==> src/rtl/rf_wr_arbiter.sv <==
// Two-source arbiter for the register file write port: pipeline writeback (A) has
// priority, the long-latency unit (B) is forced through after STARVE_LIMIT stalls.
//
//   state     | meaning
//   ----------+----------------------------------------------------------
//   S_NORMAL  | A has priority; B accepted only when A is idle
//   S_FORCE_B | B starved for STARVE_LIMIT cycles; A is held off for one slot
module rf_wr_arbiter #(
    parameter int DATA_W       = 32,
    parameter int ADDR_W       = 5,
    parameter int STARVE_LIMIT = 4
) (
    input  logic              clk,
    input  logic              rst_n,
    input  logic              a_valid,
    output logic              a_ready,
    input  logic [ADDR_W-1:0] a_rd,
    input  logic [DATA_W-1:0] a_data,
    input  logic              b_valid,
    output logic              b_ready,
    input  logic [ADDR_W-1:0] b_rd,
    input  logic [DATA_W-1:0] b_data,
    output logic              rf_we,
    output logic [ADDR_W-1:0] rf_addr,
    output logic [DATA_W-1:0] rf_data,
    output logic              starve_o
);

    localparam int CNT_W = $clog2(STARVE_LIMIT + 1);
    localparam logic [CNT_W-1:0] CNT_LOAD = CNT_W'(STARVE_LIMIT);

    typedef enum logic {
        S_NORMAL,
        S_FORCE_B
    } state_t;

    state_t            state;
    state_t            state_nxt;
    // Stalled cycles B may still absorb before it is forced; terminal count is 1.
    logic [CNT_W-1:0]  starve_left;
    logic [CNT_W-1:0]  starve_left_nxt;
    logic              a_xfer;
    logic              b_xfer;

    assign a_xfer = a_valid && a_ready;
    assign b_xfer = b_valid && b_ready;

    always_ff @(posedge clk or negedge rst_n) begin
        if (!rst_n) begin
            state       <= S_NORMAL;
            starve_left <= CNT_LOAD;
        end else begin
            state       <= state_nxt;
            starve_left <= starve_left_nxt;
        end
    end

    always_comb begin
        state_nxt       = state;
        starve_left_nxt = starve_left;
        case (state)
            S_NORMAL: begin
                if (!b_valid || b_xfer) begin
                    starve_left_nxt = CNT_LOAD;
                end else if (starve_left == CNT_W'(1)) begin
                    state_nxt       = S_FORCE_B;
                    starve_left_nxt = CNT_LOAD;
                end else begin
                    starve_left_nxt = starve_left - CNT_W'(1);
                end
            end
            S_FORCE_B: begin
                // B is always ready here, so the slot is either used or B went idle.
                state_nxt       = S_NORMAL;
                starve_left_nxt = CNT_LOAD;
            end
            default: begin
                state_nxt       = S_NORMAL;
                starve_left_nxt = CNT_LOAD;
            end
        endcase
    end

    always_comb begin
        a_ready  = 1'b0;
        b_ready  = 1'b0;
        starve_o = 1'b0;
        case (state)
            S_NORMAL: begin
                a_ready = 1'b1;
                b_ready = !a_valid;
            end
            S_FORCE_B: begin
                b_ready  = 1'b1;
                starve_o = 1'b1;
            end
            default: begin
                a_ready = 1'b0;
            end
        endcase
    end

    // x0 writes complete the handshake but never reach the register file.
    always_ff @(posedge clk or negedge rst_n) begin
        if (!rst_n) begin
            rf_we   <= 1'b0;
            rf_addr <= '0;
            rf_data <= '0;
        end else if (a_xfer && (a_rd != '0)) begin
            rf_we   <= 1'b1;
            rf_addr <= a_rd;
            rf_data <= a_data;
        end else if (b_xfer && (b_rd != '0)) begin
            rf_we   <= 1'b1;
            rf_addr <= b_rd;
            rf_data <= b_data;
        end else begin
            rf_we   <= 1'b0;
        end
    end

endmodule

==> config.mk <==
export PLATFORM = sky130hd
export DESIGN_NAME = rf_wr_arbiter
export DESIGN_NICKNAME = d
export VERILOG_FILES = /design/src/rtl/rf_wr_arbiter.sv
export SDC_FILE = /design/constraint.sdc
export NUM_CORES = 1
export LEC_CHECK = 0
export ABC_CLOCK_PERIOD_IN_PS = 4900
export BUFFER_PORTS_ARGS = -buffer_cell sky130_fd_sc_hd__buf_2
export CAP_MARGIN = 25
export CORE_MARGIN = 5
export CORE_UTILIZATION = 25
export DETAILED_ROUTE_END_ITERATION = 8
export PLACE_DENSITY = 0.52
export SLEW_MARGIN = 15
export SYNTH_ARGS = -nofsm -noshare
export SYNTH_HDL_FRONTEND = slang
export SYNTH_SLANG_ARGS = --single-unit
==> constraint.sdc <==
create_clock -name clk -period 4.9 [get_ports clk]
set_input_delay 0.98 -clock clk [delete_from_list [all_inputs] [get_ports clk]]
set_output_delay 0.98 -clock clk [all_outputs]
set_load 0.01 [all_outputs]
==> flow_summary.toml <==
[detailed_routing]
antenna_left = 0
routed_wl_um = 5490
drtPass1Iterations = 4
viasPerCell = 4.34
vias = 1801
drcViolationCount = 0
routedWlPerCell_um = 13.2
drt-initial-drc-count = 36

[setup_path]
critical_path.top_delay_family = "simple AND/OR/NAND/NOR gates"
path_buf_inv = 3
critPathCaptureType = "primary output"
cp.arrival_ns = 1.94
required_ns = 3.92
cpMostUsedCell = "buf_2"
critPathLaunch = "a_valid"
cp_max_fo = 9
start_kind = "input pin"
cp_cell_sequence = "buf_2 > nor2b_1 > inv_2 > buf_2"
cpMaxStageDelayCell = "nor2b_1"
r2r_start = "state"
crit_type = "in -> out"
cp_slowest_stage_delay_ns = 0.53

[cts]
cts.sinks = 42
h-tree-depth = 2
cts_tree = "built"
cts_buffers = 5
postCtsResizedCells = 0
holdBufCountCts = 0
postCtsSetupBuffers = 0
clock-root-buffer = "clkbuf_8"
path_clk_slew_ns = 0.08
cts_buffer_depth = 2
clk_latency_ns = 0.29

[outcome]
status = "completed"

[placement]
dp_hpwl_um = 3990
port_buffers = 118
place_ws_ns = 1.66
place_area_sq_mm = 0.00264
gp_congestion = 0.741

[sta]
max_slew_margin_pct = 48.2
slew_violations = 0
finalSetupViolCount = 0
worst_pin_slew_ns = 0.777
hold_viol = 0
fin_skew_ns = 0.00576
setup_tns_ns = 0
period_share_pct = 59.6
min_period_ns = 2.92
grt_setup_unrepaired = "no"
hold_slack_ns = 0.461
setup_ws_ns = 1.98
max_freq_mhz = 342

[final_layout]
layout_commonest_cell = "buf_2"
drive_gt1_share_pct = 51.6
nets = 390
design_area_sq_mm = 0.00275
synthToLayoutAreaGrowth_pct = 33.0
final_cell_mix = "118 x buf_2, 41 x dfrtp_1, 38 x inv_1"
diodes = 0

[synthesis]
synth_cells = 196
ys_seq_area_share_pct = 50.8
syn_nets = 276
yosysWarnings = 0
ys_types = 28
syn_area_sq_mm = 0.00207
synth_seq_cells = 42
syn_area_per_cell_sq_um = 10.6

[floorplan]
die_y_um = 101
core_area_sq_mm = 0.00813
rows = 33
die_area_sq_mm = 0.0102
ios = 119
initial_core_util_pct = 25.4
fp.dieW_um = 101

[grt]
use_met1_pct = 12.9
grt_pass1_vias = 1899
grt_pass1_wl_um = 8760
gr-usage-met3_pct = 2.70
grt_overflow = 0
antenna_found_initial = 0
gr-max-usage-layer = "met2"
track_usage_pct = 10.6
grtUsageMet2_pct = 17.9
grt_max_degree = 43

[job]
max_cap_viol_count = 0

[power_and_ir_drop]
power_leakage_nw = 1.40
worst_ir_drop_vdd_v = 0.0000897
power.density_mw_per_mm2 = 296

[min_path]
hp-class = "reg -> reg"
hold_start = "starve_left[0]"
==> synth_stat cells, drive strengths merged <==
cell type | count | area, sq um
nand3 | 6 | 30.0
o22ai | 32 | 200
or4 | 1 | 7.51
buf | 13 | 164
nor3 | 2 | 10.0
or2 | 2 | 12.5
nand2b | 1 | 6.26
and2 | 1 | 8.76
mux2 | 2 | 22.5
nand2 | 1 | 3.75
dfstp | 1 | 26.3
dfrtp | 41 | 1030
o31ai | 3 | 22.5
o21ai | 5 | 25.0
nor2 | 3 | 11.3
o211ai | 1 | 12.5
inv | 39 | 146
ha | 2 | 25.0
a31o | 1 | 8.76
a31oi | 2 | 12.5
nor2b | 1 | 6.26
a22oi | 3 | 22.5
a21oi | 33 | 259
==> through the flow <==
step	utilization (%)	power, W	cells
after CTS	33.5	0.000833	414
after global routing	33.8	0.000871	415
final	33.8	0.000816	415
after detailed placement	32.5	0.000609	407
after floorplan	-	0.000527	196
after global placement	32.5	0.000606	407
==> cells by family (layout without fill, tap and decap cells) <==
logic type	count (synthesis)	after routing	synth area share (%)
AOI/OAI and AO/OA	80	80	27.2
adders and majority gates	2	2	1.21
buffers and inverters	52	166	15.0
DFF	42	42	50.8
muxes	2	2	1.09
and+or+nand+nor	18	18	4.66
==> layout make-up <==
cell class | count | area, sq um
well taps | 105 | 131
flip-flops and latches | 42 | 1050
multi-input cells | 102 | 716
clock buffers | 6 | 72.6
clock inverters | 1 | 7.51
repair buffers | 120 | 626
inverters | 39 | 146
fillers | 857 | 5380
==> registers in the layout (all words and copies together), names as in the netlist <==
name / count
rf_we: 1
rf_addr: 5
rf_data: 32
starve_left: 3
state: 1
==> worst reg2reg max path, cell delays in order, from the launching register on <==
cell	delay, ns
dfrtp_1	0.39
nor2b_1	0.52
inv_2	0.17
a31o_2	0.50
and2_4	0.43
a21oi_1	0.23
==> worst paths after layout <==
| kind | end | slack [ns] | depth (start not counted) |
|---|---|---|---|
| max | b_ready | 1.98 | 4 |
| min | starve_left[0] | 0.46 | 1 |
| max reg2reg | rf_data[9] | 2.58 | 5 |
| min reg2reg | starve_left[0] | 0.46 | 1 |
| max in group asynchronous | starve_left[2] | 3.65 | 2 |
| min in group asynchronous | rf_data[25] | 0.66 | 1 |
==> report_power, final <==
part           total, W  internal, W  switching (W)
Combinational  0.000197    0.0000873       0.000110
Sequential     0.000403     0.000385      0.0000185
Clock          0.000215    0.0000979       0.000118
==> routing by layer <==
| metal | part of all wire (%) | vias up |
|---|---|---|
| li1 | - | 904 |
| met1 | 44 | 827 |
| met2 | 47 | 65 |
| met3 | 8.4 | 5 |
| met4 | 1.0 | 0 |
| met5 | 0 | - |
No activity file was read; power rests on OpenSTA's default activity.
